`config.mk`:
```
export PLATFORM = sky130hd
export DESIGN_NAME = regfile_sb_flat
export DESIGN_NICKNAME = d
export VERILOG_FILES = /design/src/rtl/regfile_pkg.sv /design/src/rtl/regfile_sb_if.sv /design/src/rtl/regfile_scoreboard.sv /design/src/rtl/regfile_sb.sv /design/src/flat_wrapper.sv
export SDC_FILE = /design/constraint.sdc
export NUM_CORES = 2
export LEC_CHECK = 0
export CORE_MARGIN = 2
export CORE_UTILIZATION = 55
export CTS_BUF_LIST = sky130_fd_sc_hd__clkbuf_4 sky130_fd_sc_hd__clkbuf_8 sky130_fd_sc_hd__clkbuf_16
export CTS_CLUSTER_DIAMETER = 60
export DETAILED_ROUTE_END_ITERATION = 8
export GPL_ROUTABILITY_DRIVEN = 0
export GPL_TIMING_DRIVEN = 0
export PLACE_DENSITY = 0.72
export SETUP_SLACK_MARGIN = 0.15
export SLEW_MARGIN = 20
export SYNTH_ARGS = -nofsm -noshare
export SYNTH_HDL_FRONTEND = slang
export SYNTH_HIERARCHICAL = 1
export SYNTH_SLANG_ARGS = --single-unit
export TNS_END_PERCENT = 5
```
`constraint.sdc`:
```
create_clock -name clk -period 78.6 [get_ports clk]
set_input_delay 11.79 -clock clk [delete_from_list [all_inputs] [get_ports clk]]
set_output_delay 11.79 -clock clk [all_outputs]
set_load 0.005 [all_outputs]
```
`src/rtl/regfile_pkg.sv`:
```
// rtl/regfile_pkg.sv - shared constants and packed-port helper for the register file
package regfile_pkg;

    localparam int DEF_DATA_W = 32;
    localparam int DEF_ADDR_W = 5;
    localparam int DEF_NREAD  = 2;
    localparam int ZERO_REG   = 0;

    // LSB position of port `port` inside a packed multi-port vector
    function automatic int port_lsb(input int port, input int width);
        return port * width;
    endfunction

endpackage

```
`src/rtl/regfile_sb_if.sv`:
```
// rtl/regfile_sb_if.sv - writeback, read, and issue signals of the register file
interface regfile_sb_if #(
    parameter int DATA_W = 32,
    parameter int ADDR_W = 5,
    parameter int NREAD  = 2
);
    logic                      we;
    logic [ADDR_W-1:0]         waddr;
    logic [DATA_W-1:0]         wdata;
    logic [NREAD*ADDR_W-1:0]   raddr;
    logic [NREAD*DATA_W-1:0]   rdata;
    logic [NREAD-1:0]          rbusy;
    logic                      iss_valid;
    logic [ADDR_W-1:0]         iss_addr;
    logic                      any_busy;

    modport master (
        output we, waddr, wdata, raddr, iss_valid, iss_addr,
        input  rdata, rbusy, any_busy
    );

    modport slave (
        input  we, waddr, wdata, raddr, iss_valid, iss_addr,
        output rdata, rbusy, any_busy
    );
endinterface

```
`src/rtl/regfile_scoreboard.sv`:
```
// rtl/regfile_scoreboard.sv - per-register write-pending bits with issue-over-writeback priority
module regfile_scoreboard
    import regfile_pkg::*;
#(
    parameter int ADDR_W = DEF_ADDR_W
) (
    input  logic                     clk,
    input  logic                     rst,
    input  logic                     set_en,
    input  logic [ADDR_W-1:0]        set_addr,
    input  logic                     clr_en,
    input  logic [ADDR_W-1:0]        clr_addr,
    output logic [(1<<ADDR_W)-1:0]   busy,
    output logic                     any_busy
);
    logic [(1<<ADDR_W)-1:0] busy_q;
    logic [(1<<ADDR_W)-1:0] busy_d;

    // Set is applied after clear so a new producer issuing as the old one retires keeps the bit
    always_comb begin
        busy_d = busy_q;
        if (clr_en) busy_d[clr_addr] = 1'b0;
        if (set_en) busy_d[set_addr] = 1'b1;
    end

    always_ff @(posedge clk or posedge rst) begin
        if (rst) busy_q <= '0;
        else     busy_q <= busy_d;
    end

    assign busy     = busy_q;
    assign any_busy = |busy_q;
endmodule

```
`src/rtl/regfile_sb.sv`:
```
// rtl/regfile_sb.sv - multi-read-port register file with optional bypass and busy scoreboard
module regfile_sb
    import regfile_pkg::*;
#(
    parameter int DATA_W = DEF_DATA_W,
    parameter int ADDR_W = DEF_ADDR_W,
    parameter int NREAD  = DEF_NREAD,
    parameter int BYPASS = 1
) (
    input  logic        clk,
    input  logic        rst,
    regfile_sb_if.slave bus
);
    localparam int                DEPTH     = 1 << ADDR_W;
    localparam logic [ADDR_W-1:0] ZERO_ADDR = ADDR_W'(ZERO_REG);

    // Register 0 has no storage; reads of it are forced to zero below
    logic [DATA_W-1:0] mem [1:DEPTH-1];
    logic [DEPTH-1:0]  busy;
    logic              wr_en;
    logic              set_en;
    logic              any_busy;

    assign wr_en  = bus.we && (bus.waddr != ZERO_ADDR);
    assign set_en = bus.iss_valid && (bus.iss_addr != ZERO_ADDR);

    always_ff @(posedge clk or posedge rst) begin
        if (rst) begin
            for (int i = 1; i < DEPTH; i++) mem[i] <= '0;
        end else if (wr_en) begin
            mem[bus.waddr] <= bus.wdata;
        end
    end

    regfile_scoreboard #(.ADDR_W(ADDR_W)) u_scoreboard (
        .clk      (clk),
        .rst      (rst),
        .set_en   (set_en),
        .set_addr (bus.iss_addr),
        .clr_en   (wr_en),
        .clr_addr (bus.waddr),
        .busy     (busy),
        .any_busy (any_busy)
    );

    assign bus.any_busy = any_busy;

    for (genvar g = 0; g < NREAD; g++) begin : g_rd
        logic [ADDR_W-1:0] ra;
        logic              hit;

        assign ra  = bus.raddr[port_lsb(g, ADDR_W) +: ADDR_W];
        // A forwarded value is by definition no longer pending
        assign hit = (BYPASS != 0) && wr_en && (bus.waddr == ra);

        assign bus.rdata[port_lsb(g, DATA_W) +: DATA_W] =
            (ra == ZERO_ADDR) ? '0 : (hit ? bus.wdata : mem[ra]);
        assign bus.rbusy[g] = (ra != ZERO_ADDR) && !hit && busy[ra];
    end
endmodule

```
`src/flat_wrapper.sv`:
```
// flat-port wrapper written by rule: the top's interface ports become plain ports
module regfile_sb_flat import regfile_pkg::*;
#(
    parameter int DATA_W = DEF_DATA_W,
    parameter int ADDR_W = DEF_ADDR_W,
    parameter int NREAD  = DEF_NREAD,
    parameter int BYPASS = 1
)
  (clk, rst, bus_we, bus_waddr, bus_wdata, bus_raddr, bus_iss_valid, bus_iss_addr, bus_rdata, bus_rbusy, bus_any_busy);
  regfile_sb_if #(.DATA_W(DATA_W), .ADDR_W(ADDR_W), .NREAD(NREAD)) bus_i ();
  input  logic clk;
  input  logic rst;
  input wire logic [$bits(bus_i.we)-1:0] bus_we;
  input wire logic [$bits(bus_i.waddr)-1:0] bus_waddr;
  input wire logic [$bits(bus_i.wdata)-1:0] bus_wdata;
  input wire logic [$bits(bus_i.raddr)-1:0] bus_raddr;
  input wire logic [$bits(bus_i.iss_valid)-1:0] bus_iss_valid;
  input wire logic [$bits(bus_i.iss_addr)-1:0] bus_iss_addr;
  output wire logic [$bits(bus_i.rdata)-1:0] bus_rdata;
  output wire logic [$bits(bus_i.rbusy)-1:0] bus_rbusy;
  output wire logic [$bits(bus_i.any_busy)-1:0] bus_any_busy;
  assign bus_i.we = bus_we;
  assign bus_i.waddr = bus_waddr;
  assign bus_i.wdata = bus_wdata;
  assign bus_i.raddr = bus_raddr;
  assign bus_i.iss_valid = bus_iss_valid;
  assign bus_i.iss_addr = bus_iss_addr;
  assign bus_rdata = bus_i.rdata;
  assign bus_rbusy = bus_i.rbusy;
  assign bus_any_busy = bus_i.any_busy;
  regfile_sb #(.DATA_W(DATA_W), .ADDR_W(ADDR_W), .NREAD(NREAD), .BYPASS(BYPASS)) u_core (.clk(clk), .rst(rst), .bus(bus_i));
endmodule
```
* Word-level counts from Yosys, hierarchy flattened *
Index checks and enable logic that the tools add are counted.

word-level totals
  bits in read-only memories = 0
  bits in registers = 1024
  input bits = 56
  word-level logic and storage cells = 93
  RAM bits = 0
  output and inout port bits = 67
  bits in latches = 0
  memories kept = 0

cells by class
  equality and inequality tests = 2
  multipliers = 0
  order comparisons = 10
  shift operators = 0
  reductions and logical operators = 20
  divide/modulo/power cells = 0
  bitwise operators = 6
  multiplexer cells = 23
  $add $sub $neg = 0

operators with widths
  cell                                                                count
  bitwise mux 992 bit                                                 1
  2-to-1 mux 32 bit                                                   11
  binary-select mux 32 bit (select 5 bit)                             2
  demux 32 bit (select 5 bit)                                         1
  bitwise AND 32 bit                                                  1
  NOT 32 bit                                                          1
  OR 32 bit                                                           1
  OR reduction 32 bit                                                 1
  < comparator 5 x 6 -> 1 bit (second input constant)                 4
  nonzero test 5 bit                                                  4
  greater-or-equal comparator 6 bit (second input constant)           3
  NOT 5 -> 6 bit                                                      3
  logical AND 1 bit                                                   11
  binary-select mux 1 bit (select 5 bit)                              2
  demux 1 bit (select 5 bit)                                          2
  equality test 5 bit                                                 2
  greater-or-equal comparator 5 x 1 -> 1 bit (second input constant)  2
  zero test 5 bit                                                     2
  < comparator 6 x 1 -> 1 bit (second input constant)                 1
  2-to-1 mux 1 bit                                                    4
  zero test 1 bit                                                     2

* Logic depth before layout (Yosys ltp) *
  word-level depth = 9
  mapped depth = 10

* Cells and area by module *
Netlist, hierarchy kept.

by module, submodules not included
  module              area an instance (µm²)  instances  cells an instance
  regfile_sb          53859.2                 1          3589
  regfile_scoreboard  1380.1                  1          135

* Worst setup path after synthesis *
No wires, ideal clock.

  path type = input to output
  start point = in bus_raddr[7]
  end point = out bus_rdata[33]
  arrival = 13.680 ns
  path buffers = 2
  slack = 53.130 ns
  stages = 6
  required time = 66.810 ns
  cells stage by stage = buf_2 > clkbuf_1 > mux4_2 > mux4_2 > a21oi_1 > a21oi_1

between the ends
  word-level cells in the longest chain between the ends = 6

ends and longest elaborated chain
  what                                                   RTL line            text
  start, declared                                        flat_wrapper.sv:16  input wire logic [$bits(bus_i.raddr)-1:0] bus_raddr;
  NOT 5 -> 6 bit (implied by the code)                   regfile_sb.sv:57    (ra == ZERO_ADDR) ? '0 : (hit ? bus.wdata : mem[ra]);
  binary-select mux 32 bit (select 5 bit)                regfile_sb.sv:57
  2-to-1 mux 32 bit (implied by the code) (2 in series)  regfile_sb.sv:57
  2-to-1 mux 32 bit                                      regfile_sb.sv:57
  2-to-1 mux 32 bit *                                    regfile_sb.sv:57
  end, declared                                          flat_wrapper.sv:19  output wire logic [$bits(bus_i.rdata)-1:0] bus_rdata;

Mark *: on every way between the ends. The rest lies on a longest branch, timed or not. The select of a mux whose other input is x is not followed.

* Worst setup path in the final report *
  start point = in bus_raddr[2]
  end point = out bus_rdata[29]

The elaborated chain is that of the path after synthesis.

==> key figures <==
Critical path
  – Startpoint Class: input pin
  – Worst reg2reg setup slack: 77.75 ns
  – Worst r2r src: u_core/mem[958]
  – Reg2Reg Depth: 1
  – WP data required: 66.81 ns
  – Reg2reg end: u_core/mem[958]
  – CP Data Arrival Time: 16.41 ns
  – Crit-path max FO: 10
  – Critical path class: in -> out
  – Endpoint class of the critical path: output pin

Yosys
  – Mapped Cells: 3724
  – Most common cell in the netlist: mux2_2
  – Top cell type's share of synthesized area: 46.4%
  – Sequential area share after synthesis: 46.4%
  – Post-synth top cells: 1074 x mux2_2, 1024 x dfrtp_1, 486 x mux4_2, 188 x clkbuf_1, 104 x buf_2
  – Syn_area_per_cell: 14.8 µm²
  – #FFs+latches synth: 1024
  – FFs w/ async S/R, synth: 100%
  – Yosys top cell by area: dfrtp_1
  – Post-synth EDFFs: 0
  – Syn Nets: 3780
  – Synthesis Warnings: 6
  – Cell variety after synth: 54
  – Synthesized cell area: 55200 µm²
  – Area contributors post-synth: dfrtp_1 46%, mux2_2 22%, mux4_2 20%
  – Prevailing post-synth register cell: dfrtp_1

Power
  – P per Cell Area: 26.3 nW/µm²
  – P_leak: 26.7 nW
  – Maximum VDD drop: 0.0197 mV

Timing
  – Min Clock Period, post-route: 28.20 ns
  – RSZ-0062 raised after global routing: no
  – Maximum clock frequency: 0.0355 GHz
  – Clock Skew: 0 ns
  – Hold_ws: 0.524 ns
  – Rel. slew slack: 16.6%
  – Fin crit share: 35.9%
  – Fin. max-slew vios: 0
  – Slew @ Worst Pin: 1.25 ns
  – Total negative slack: 0 ns
  – Hold Fails Final Rpt: 0
  – Final Setup Violations: 0

Global routing
  – Global Route Usage Sum: 39.1%
  – Vias in the first global route: 39100
  – Initial antenna violation count: 12
  – First-pass GRT wire length: 283000 µm
  – Grt ovf: 0
  – Largest net degree at the start of global routing: 105

Floorplan
  – Row cnt: 116
  – I/O pins: 123
  – Core area: 99900 µm²
  – Die Wd: 321 µm
  – Chip Height: 321 µm
  – Die area: 103000 µm²
  – Initial Util: 55.3%

Finish
  – Finished Core Util: 62.3%
  – Design Area, Final: 62200 µm²
  – Nets@finish: 4022
  – Layout cells sized above 1: 47.8%
  – Layout area overhead: 12.7%
  – Filler instances: 7500

CTS
  – Clock Latency Late Sink: 0.71 ns
  – Post-CTS Setup Bufs: 0
  – CTS tree: built
  – Clock Tree Root: clkbuf_16
  – Clk buf depth: 3
  – H-tree Lvls: 3
  – Post-CTS resize count: 0
  – Clock sinks: 1024
  – Worst-path clk slew: 0.06 ns
  – CTS Buf Count: 115
  – Cts hold-fix bufs: 0

Routing
  – DRC viols: 0
  – DR vias: 39500
  – Post-Route WL: 201000 µm
  – TritonRoute pass-1 iters: 8
  – 1st-iter DRT viols: 5807
  – Wire per inst: 37.6 µm
  – Via density: 7.37
  – Routed Antenna Nets: 0

Worst hold path
  – Hold endpoint: u_core/mem[923]
  – Worst hold path class: reg -> reg
  – Min-delay src: u_core/mem[923]
  – Hold path depth: 1

Run
  – Max-cap viol count: 0

Placement
  – IO Port Bufs: 114
  – Dpl hpwl: 146000 µm
  – Placed cell area: 58300 µm²

Outcome
  – Status: complete, no violations
[state kept, by name, indices dropped and copies added (netlist names)]
register and flops:
u_core/mem 992, u_core/u_scoreboard/busy 32
[metal layers]
layer	share of wire, %	GRT usage (%)	up-vias
met5	0.027	0	-
met3	15	16.3	702
met4	6.8	22.9	8
met2	42	54.5	3130
li1	-	-	15000
met1	36	51.4	20600
[where the power goes]
| group | switching (mW) | internal [mW] | leakage, nW |
|---|---|---|---|
| combinational | 0.165 | 0.207 | 11.7 |
| sequential | 0.0815 | 0.631 | 13.1 |
| clock | 0.230 | 0.325 | 1.95 |
[layout make-up]
class | count | area [µm²] | area share [%]
inverter | 3 | 18.8 | 0.0302
tap | 1298 | 1620 | 2.61
timing repair buffer | 125 | 1440 | 2.32
clock inverter | 48 | 558 | 0.897
clock buffer | 156 | 3320 | 5.34
buffer | 402 | 1810 | 2.91
multi-input combinational | 2295 | 27800 | 44.7
sequential | 1024 | 25600 | 41.2
antenna | 7 | 17.5 | 0.0281
[logic make-up (layout without fill, tap and decap cells)]
group,after synthesis,in the layout,synth area share [%]
muxes,1617,1617,42.7
DFF,1024,1024,46.4
buffers and inverters,405,734,3.25
AOI/OAI and AO/OA,404,404,4.91
and+or+nand+nor,264,264,2.55
xor gates and xnor gates,10,10,0.159
other,0,7,0
[cells in the final DEF, fill, tap and decap left out, drive strengths merged, types with 10 or more instances in the layout]
cell type and n:
mux2 1074, a21oi 101, nor4 40, nand3b 16, clkdlybuf4s50 114, mux2i 57
a22o 28, clkinv 31, nor2b 12, o21ai 70, o21bai 14, nand2 48
dfrtp 1024, and3 18, nand3 10, a22oi 49, o22ai 49, a221o 26
clkbuf 346, nor2 81, buf 223, mux4 486, a221oi 39
[critical path, stage by stage]
cell and delay (ns):
clkdlybuf4s50_1 0.85, buf_2 0.58, buf_4 0.35, buf_2 0.44, clkbuf_1 0.81, o21bai_1 0.29
a21oi_1 0.17, o21ai_0 0.50, clkdlybuf4s50_1 0.60
[worst max path at each step]
stage,slack (ns),to,cells after the start,from
detailed placement,50.72,bus_rdata[29],9,bus_raddr[2]
global placement,27.12,u_core/mem[2],2,rst
CTS,50.73,bus_rdata[29],9,bus_raddr[2]
floorplan,38.90,u_core/mem[0],1,rst
global route,50.65,bus_rdata[21],9,bus_raddr[2]
finish,50.40,bus_rdata[29],9,bus_raddr[2]
[through the flow]
step | setup WS [ns] | power, mW | cells
after floorplan | 38.90 | 0.946 | 3724
after global placement | 27.12 | 1.06 | 5136
after detailed placement | 50.72 | 1.07 | 5147
after CTS | 50.73 | 1.63 | 5351
after global routing | 50.65 | 1.69 | 5354
final | 50.40 | 1.64 | 5358
(Power assumes the default switching activity.)
